### src/rtl/ex_mem_if.sv
// EX->MEM pipeline bus: EX-side result fields, MEM-side registered copies,
// and the multi-cycle accumulate state that loops back to EX.
interface ex_mem_if #(
    parameter int DW  = 32,
    parameter int AW  = 5,
    parameter int OPW = 8
);
    logic [AW-1:0]   ex_wd;
    logic            ex_wreg;
    logic [DW-1:0]   ex_wdata;
    logic [DW-1:0]   ex_hi;
    logic [DW-1:0]   ex_lo;
    logic            ex_whilo;
    logic [OPW-1:0]  ex_aluop;
    logic [DW-1:0]   ex_mem_addr;
    logic [DW-1:0]   ex_reg2;
    logic [2*DW-1:0] hilo_i;
    logic [1:0]      cnt_i;

    logic [AW-1:0]   mem_wd;
    logic            mem_wreg;
    logic [DW-1:0]   mem_wdata;
    logic [DW-1:0]   mem_hi;
    logic [DW-1:0]   mem_lo;
    logic            mem_whilo;
    logic [OPW-1:0]  mem_aluop;
    logic [DW-1:0]   mem_mem_addr;
    logic [DW-1:0]   mem_reg2;
    logic [2*DW-1:0] hilo_o;
    logic [1:0]      cnt_o;

    modport master (
        output ex_wd, ex_wreg, ex_wdata, ex_hi, ex_lo, ex_whilo, ex_aluop,
               ex_mem_addr, ex_reg2, hilo_i, cnt_i,
        input  mem_wd, mem_wreg, mem_wdata, mem_hi, mem_lo, mem_whilo, mem_aluop,
               mem_mem_addr, mem_reg2, hilo_o, cnt_o
    );

    modport slave (
        input  ex_wd, ex_wreg, ex_wdata, ex_hi, ex_lo, ex_whilo, ex_aluop,
               ex_mem_addr, ex_reg2, hilo_i, cnt_i,
        output mem_wd, mem_wreg, mem_wdata, mem_hi, mem_lo, mem_whilo, mem_aluop,
               mem_mem_addr, mem_reg2, hilo_o, cnt_o
    );
endinterface

### src/rtl/ex_mem.sv
// EX->MEM pipeline register with stall hold/bubble, flush, and loop-back of the
// multi-cycle accumulate state (hilo/cnt) to EX while EX is stalled.
module ex_mem #(
    parameter int DW  = 32,
    parameter int AW  = 5,
    parameter int OPW = 8
) (
    input  logic       clk,
    input  logic       rst,
    input  logic [5:0] stall,
    input  logic       flush,
    ex_mem_if.slave    bus
);

    logic [AW-1:0]   wd_q;
    logic            wreg_q;
    logic [DW-1:0]   wdata_q;
    logic [DW-1:0]   hi_q;
    logic [DW-1:0]   lo_q;
    logic            whilo_q;
    logic [OPW-1:0]  aluop_q;
    logic [DW-1:0]   mem_addr_q;
    logic [DW-1:0]   reg2_q;
    logic [2*DW-1:0] hilo_q;
    logic [1:0]      cnt_q;

    logic ex_stall;
    logic mem_stall;
    logic unused_stall_bits;

    assign ex_stall          = stall[2];
    assign mem_stall         = stall[3];
    assign unused_stall_bits = ^{stall[5:4], stall[1:0]};

    always_ff @(posedge clk) begin
        if (!rst || flush) begin
            wd_q       <= '0;
            wreg_q     <= 1'b0;
            wdata_q    <= '0;
            hi_q       <= '0;
            lo_q       <= '0;
            whilo_q    <= 1'b0;
            aluop_q    <= '0;
            mem_addr_q <= '0;
            reg2_q     <= '0;
            hilo_q     <= '0;
            cnt_q      <= 2'd0;
        end else if (ex_stall && !mem_stall) begin
            // MEM sees a NOP while EX keeps its partial product for the next step
            wd_q       <= '0;
            wreg_q     <= 1'b0;
            wdata_q    <= '0;
            hi_q       <= '0;
            lo_q       <= '0;
            whilo_q    <= 1'b0;
            aluop_q    <= '0;
            mem_addr_q <= '0;
            reg2_q     <= '0;
            hilo_q     <= bus.hilo_i;
            cnt_q      <= bus.cnt_i;
        end else if (!ex_stall) begin
            // the illegal EX-running/MEM-stalled combination also lands here
            wd_q       <= bus.ex_wd;
            wreg_q     <= bus.ex_wreg;
            wdata_q    <= bus.ex_wdata;
            hi_q       <= bus.ex_hi;
            lo_q       <= bus.ex_lo;
            whilo_q    <= bus.ex_whilo;
            aluop_q    <= bus.ex_aluop;
            mem_addr_q <= bus.ex_mem_addr;
            reg2_q     <= bus.ex_reg2;
            hilo_q     <= '0;
            cnt_q      <= 2'd0;
        end
    end

    assign bus.mem_wd       = wd_q;
    assign bus.mem_wreg     = wreg_q;
    assign bus.mem_wdata    = wdata_q;
    assign bus.mem_hi       = hi_q;
    assign bus.mem_lo       = lo_q;
    assign bus.mem_whilo    = whilo_q;
    assign bus.mem_aluop    = aluop_q;
    assign bus.mem_mem_addr = mem_addr_q;
    assign bus.mem_reg2     = reg2_q;
    assign bus.hilo_o       = hilo_q;
    assign bus.cnt_o        = cnt_q;

endmodule
### src/flat_wrapper.sv
// flat-port wrapper written by rule: the top's interface ports become plain ports
module ex_mem_flat 
#(
    parameter int DW  = 32,
    parameter int AW  = 5,
    parameter int OPW = 8
)
  (clk, rst, stall, flush, bus_ex_wd, bus_ex_wreg, bus_ex_wdata, bus_ex_hi, bus_ex_lo, bus_ex_whilo, bus_ex_aluop, bus_ex_mem_addr, bus_ex_reg2, bus_hilo_i, bus_cnt_i, bus_mem_wd, bus_mem_wreg, bus_mem_wdata, bus_mem_hi, bus_mem_lo, bus_mem_whilo, bus_mem_aluop, bus_mem_mem_addr, bus_mem_reg2, bus_hilo_o, bus_cnt_o);
  ex_mem_if #(.DW(DW), .AW(AW), .OPW(OPW)) bus_i ();
  input  logic clk;
  input  logic rst;
  input  logic [5:0] stall;
  input  logic flush;
  input wire logic [$bits(bus_i.ex_wd)-1:0] bus_ex_wd;
  input wire logic [$bits(bus_i.ex_wreg)-1:0] bus_ex_wreg;
  input wire logic [$bits(bus_i.ex_wdata)-1:0] bus_ex_wdata;
  input wire logic [$bits(bus_i.ex_hi)-1:0] bus_ex_hi;
  input wire logic [$bits(bus_i.ex_lo)-1:0] bus_ex_lo;
  input wire logic [$bits(bus_i.ex_whilo)-1:0] bus_ex_whilo;
  input wire logic [$bits(bus_i.ex_aluop)-1:0] bus_ex_aluop;
  input wire logic [$bits(bus_i.ex_mem_addr)-1:0] bus_ex_mem_addr;
  input wire logic [$bits(bus_i.ex_reg2)-1:0] bus_ex_reg2;
  input wire logic [$bits(bus_i.hilo_i)-1:0] bus_hilo_i;
  input wire logic [$bits(bus_i.cnt_i)-1:0] bus_cnt_i;
  output wire logic [$bits(bus_i.mem_wd)-1:0] bus_mem_wd;
  output wire logic [$bits(bus_i.mem_wreg)-1:0] bus_mem_wreg;
  output wire logic [$bits(bus_i.mem_wdata)-1:0] bus_mem_wdata;
  output wire logic [$bits(bus_i.mem_hi)-1:0] bus_mem_hi;
  output wire logic [$bits(bus_i.mem_lo)-1:0] bus_mem_lo;
  output wire logic [$bits(bus_i.mem_whilo)-1:0] bus_mem_whilo;
  output wire logic [$bits(bus_i.mem_aluop)-1:0] bus_mem_aluop;
  output wire logic [$bits(bus_i.mem_mem_addr)-1:0] bus_mem_mem_addr;
  output wire logic [$bits(bus_i.mem_reg2)-1:0] bus_mem_reg2;
  output wire logic [$bits(bus_i.hilo_o)-1:0] bus_hilo_o;
  output wire logic [$bits(bus_i.cnt_o)-1:0] bus_cnt_o;
  assign bus_i.ex_wd = bus_ex_wd;
  assign bus_i.ex_wreg = bus_ex_wreg;
  assign bus_i.ex_wdata = bus_ex_wdata;
  assign bus_i.ex_hi = bus_ex_hi;
  assign bus_i.ex_lo = bus_ex_lo;
  assign bus_i.ex_whilo = bus_ex_whilo;
  assign bus_i.ex_aluop = bus_ex_aluop;
  assign bus_i.ex_mem_addr = bus_ex_mem_addr;
  assign bus_i.ex_reg2 = bus_ex_reg2;
  assign bus_i.hilo_i = bus_hilo_i;
  assign bus_i.cnt_i = bus_cnt_i;
  assign bus_mem_wd = bus_i.mem_wd;
  assign bus_mem_wreg = bus_i.mem_wreg;
  assign bus_mem_wdata = bus_i.mem_wdata;
  assign bus_mem_hi = bus_i.mem_hi;
  assign bus_mem_lo = bus_i.mem_lo;
  assign bus_mem_whilo = bus_i.mem_whilo;
  assign bus_mem_aluop = bus_i.mem_aluop;
  assign bus_mem_mem_addr = bus_i.mem_mem_addr;
  assign bus_mem_reg2 = bus_i.mem_reg2;
  assign bus_hilo_o = bus_i.hilo_o;
  assign bus_cnt_o = bus_i.cnt_o;
  ex_mem #(.DW(DW), .AW(AW), .OPW(OPW)) u_core (.clk(clk), .rst(rst), .stall(stall), .flush(flush), .bus(bus_i));
endmodule
### config.mk
export PLATFORM = sky130hd
export DESIGN_NAME = ex_mem_flat
export DESIGN_NICKNAME = d
export VERILOG_FILES = /design/src/rtl/ex_mem_if.sv /design/src/rtl/ex_mem.sv /design/src/flat_wrapper.sv
export SDC_FILE = /design/constraint.sdc
export NUM_CORES = 1
export LEC_CHECK = 0
export CORE_AREA = 10 10 183 185
export DETAILED_ROUTE_END_ITERATION = 10
export DIE_AREA = 0 0 193 195
export PLACE_DENSITY = 0.65
export SLEW_MARGIN = 20
export SYNTH_ARGS = -nofsm -noshare
export SYNTH_HDL_FRONTEND = slang
export SYNTH_SLANG_ARGS = --single-unit
export TNS_END_PERCENT = 30
### constraint.sdc
create_clock -name clk -period 1.3 [get_ports clk]
set_input_delay 0.39 -clock clk [delete_from_list [all_inputs] [get_ports clk]]
set_output_delay 0.39 -clock clk [all_outputs]
set_load 0.05 [all_outputs]
-- Yosys cells after proc, flatten, opt, wreduce, memory -nomap -nowiden
Index checks and enable logic that the tools add are counted.
- register bits: 241
- bits of input ports: 250
- logic and storage cells: 21
- equality and inequality tests: 1
- multiplexer cells: 4
- reductions and logical operators: 5
- operators by type and width (cell ; number):
    $mux 64 ; 2
    $mux 2 ; 2
    $logic_not 1->1 ; 2
    $ne 2x1->1 const B ; 1
    $reduce_or 2->1 ; 1
    $logic_and 1x1->1 ; 1
    $logic_or 1x1->1 ; 1

-- Longest topological paths before layout
Gate-level depths: netlist (run 1).
- depth after elaboration: 3
- mapped depth: 6
- mapped depth without buffers: 2

-- Worst setup path before layout (run 1)
No wires, ideal clock.
- path kind: input-to-reg
- from: input port stall[3]
- to: register u_core.cnt_q[0], in the netlist u_core.bus.cnt_o[0]
- setup time: 117 ps
- data arrival time: 1095 ps
- data required time: 1183 ps
- setup slack: 88 ps
- cell stages on the path: 5
- path buffers: 3
- cells stage by stage: buf_2 buf_4 buf_2 mux2i_1 nor2_1
- cells in the longest elaborated chain, start to end: 3
- RTL lines (element ; line ; text):
    start: declaration ; flat_wrapper.sv:12 ; input logic [5:0] stall;
    $logic_not 1->1 * ; ex_mem.sv:48 ; end else if (ex_stall && !mem_stall) begin
    $logic_and 1x1->1 * ; ex_mem.sv:48 ;
    $ne 2x1->1 (no line) or $mux 2 (tied branches) ; n/a ;
    end signal: assignment ; ex_mem.sv:60 ; cnt_q <= bus.cnt_i;
    end: declaration ; ex_mem.sv:25 ; logic [1:0] cnt_q;
Mark *: on every way between the ends. The rest lies on a longest branch, timed or not.
A chain may end at the register's enable or synchronous reset.

-- Worst setup path after layout (run 1)
- from: register u_core.hi_q[8], in the netlist u_core.bus.mem_hi[8]
- to: output port bus_mem_hi[8]
- RTL lines (element ; line ; text):
    start: declaration ; ex_mem.sv:18 ; logic [DW-1:0] hi_q;
    start signal: assignment ; ex_mem.sv:66 ; hi_q <= bus.ex_hi;
    end: declaration ; flat_wrapper.sv:28 ; output wire logic [$bits(bus_i.mem_hi)-1:0] bus_mem_hi;
No word-level cell between the ends.

==> flow_metrics.tcl, run 1 <==
set metrics [dict create \
    pwr_density_cell_nw_per_um2 1060 \
    crit_chain "buf_12" \
    io_buffers 486 \
    hp-class "primary input to register" \
    via_count 8836 \
    placed_area_um2 17000 \
    synth_warnings 0 \
    synth_cell_types 12 \
    die_w_um 193 \
    die_area_um2 37600 \
    setup_viol 241 \
    worstSkewPairLatency_ns 0.55 \
    dp_hpwl_um 29200 \
    pwr-share-seq_pct 40.2 \
    crit_fanout 2 \
    postRouteAntennaNets 0 \
    synth_cells 992 \
    finalClockSkew_ns 0 \
    power.internal_w 0.0145 \
    grt_pass1_wl_um 55800 \
    numCtsBuffers 28 \
    switching_share_pct 25.2 \
    violations "negative setup slack" \
    drt_first_pass_iters 4 \
    htree_num_levels 1 \
    synth_top_area_share_pct 53.1 \
    synth_top_area_cell "dfxtp_1" \
    cts_buffer_depth 3 \
    finalMaxSlewViolations 0 \
    clock_power_share_pct 42.4 \
    fmax_ghz 0.687 \
    fin_crit_sh_pct 112 \
    io_pins 491 \
    status "finished with violations" \
    cts_root_buf "clkbuf_16" \
    clock-sinks 241 \
    hold_viol_final 0 \
    cts.reportedPaths.clkPinSlew_ns 0.06 \
    final_common_cell "buf_12" \
    critical_path_class "register to output port" \
    p_switching_w 0.00488 \
    hold_buffers 0 \
    critPathArrivalTime_ns 1.07 \
    antenna_found_initial 3 \
    crit_required_ns 0.91 \
    cp_slowest_stage_delay_ns 0.37 \
    cp_slowest_cell "dfxtp_4" \
    stdcell_area_um2 18400 \
    fin_ws_ns -0.157 \
    syn_area_per_cell_um2 9.16 \
    core_um2 30000 \
    yosysSeqAreaShare_pct 53.1 \
    drt-initial-drc-count 410 \
    grt_max_degree 71 \
    ir_drop_mv 0.952 \
    synthTopCellsByArea "dfxtp_1 53%, nand2b_1 12%, a21oi_1 9.6%" \
    fp.dieH_um 195 \
    post-route-drc-count 0 \
    timing.setup.tns_ns -29.49 \
    combPwrFrac_pct 17.3 \
    grt_pass1_vias 9216 \
    nets 1724 \
    grt_setup_unrepaired "true" \
    initial_core_util_pct 30.3 \
    place.gp.congestion 0.797 \
    avgViaCountPerCell 4.67 \
    cp_num_buf_inv 1 \
    netlist_area_um2 9090 \
    maxCapViolCount 0 \
    drive_gt1_share_pct 39.2 \
    worst_pin_slew_ns 0.334 \
    tritoncts "yes" \
    fin_crit_ns 1.46 \
    drt-total-wl_um 37900 \
    cp-start-kind "register" \
    ys_ff_latch 241 \
    slew_headroom_pct 77.8 \
    total_power_w 0.0194 \
    syn-num-nets 1242 \
    p_leak_nw 7.00 \
    routedWlPerCell_um 20.0 \
    layout_common_cells "259 x buf_12, 243 x clkdlybuf4s50_1, 219 x dfxtp_2" \
    critical-path-top-delay-family "flip-flops" \
    num_rows 64 \
    grt-ovfl-total 0 \
    grt_use_total_pct 19.0 \
    syn2layout_area_growth_pct 102 \
    cp-end-kind "output port" \
]
-- power groups by stage --
stage | clock (W) | combinational (W) | sequential (W)
after floorplan | 0 | 0.000788 | 0.00852
after global placement | 0 | 0.00332 | 0.00794
after detailed placement | 0 | 0.00335 | 0.00796
final | 0.00823 | 0.00336 | 0.00780
after global routing | 0.00873 | 0.00353 | 0.00782
after CTS | 0.00836 | 0.00338 | 0.00782
-- final timing paths --
path / startpoint / to / slack (ns) / cells after the start
setup / recovery: u_core.bus.mem_hi[8]$_SDFFE_PP0N_ / bus_mem_hi[8] / -0.16 / 1
setup reg to reg: u_core.bus.hilo_o[37]$_SDFFE_PP0P_ / u_core.bus.hilo_o[37]$_SDFFE_PP0P_ / 0.45 / 3
hold reg to reg: u_core.bus.mem_hi[21]$_SDFFE_PP0N_ / u_core.bus.mem_hi[21]$_SDFFE_PP0N_ / 0.49 / 2
hold / removal: stall[3] / u_core.bus.hilo_o[20]$_SDFFE_PP0P_ / 0.24 / 3
-- cell type report --
cell class                 count  area [um2]
fill                        2344       11700
tap                          396         495
sequential                   241        5180
clock inverter                 9         156
multi-input combinational    659        3780
clock buffer                  42         813
antenna                        3        7.51
timing repair buffer         544        7950
-- registers in the layout (all words and copies together), names as in the netlist --
name	count
u_core.bus.hilo_o	64
u_core.bus.mem_hi	32
u_core.bus.mem_lo	32
u_core.bus.mem_mem_addr	32
u_core.bus.mem_reg2	32
u_core.bus.mem_wdata	32
u_core.bus.mem_aluop	8
u_core.bus.mem_wd	5
u_core.bus.cnt_o	2
u_core.bus.mem_whilo	1
u_core.bus.mem_wreg	1
-- kinds of logic (layout without fill, tap and decap cells) --
kind of cell | count (synthesis) | count (layout) | synth area share, %
AO/OA/AOI/OAI | 175 | 175 | 9.63
flip-flops | 241 | 241 | 53.1
multiplexers | 66 | 66 | 7.27
other | 0 | 3 | 0
AND/OR/NAND/NOR | 418 | 418 | 24.6
buffers and inverters | 92 | 595 | 5.48
-- timing repair --
item                       CTS  global route
hold endpoints to repair     0             0
resized for setup          252            11
setup buffers                7             4
setup endpoints to repair  241           241
-- metrics by stage --
stage	setup WS, ns	cells	hold WS (ns)	util [%]
after global placement	-0.367	1829	0.495	56.5
final	-0.157	1894	0.236	61.2
after floorplan	0.0880	992	0.534	-
after global routing	-0.181	1893	0.235	61.2
after CTS	-0.183	1887	0.227	61.0
after detailed placement	-0.385	1829	0.502	56.5
-- routing by layer --
metal / global-route usage [%] / share of wire, % / vias up
met1: 20.2 / 36 / 4158
li1: - / - / 4311
met5: 0 / 0.024 / -
met4: 5.59 / 2.4 / 2
met3: 6.91 / 9.7 / 49
met2: 34.0 / 52 / 316
-- synthesized netlist by cell type --
cell type / number
nand3_1: 175
a21oi_1: 175
dfxtp_1: 241
buf_6: 12
nand2b_1: 176
buf_2: 41
nand3b_1: 1
nor2_1: 66
clkbuf_1: 31
buf_1: 5
buf_4: 3
mux2i_1: 66
Power figures use the tool's default switching activity.
==> run 2, diff against run 1 <==
CAP_MARGIN = 30   (was not set)
==> results of run 2 <==
No change in the layout: final DEF, timing and power equal those of run 1.
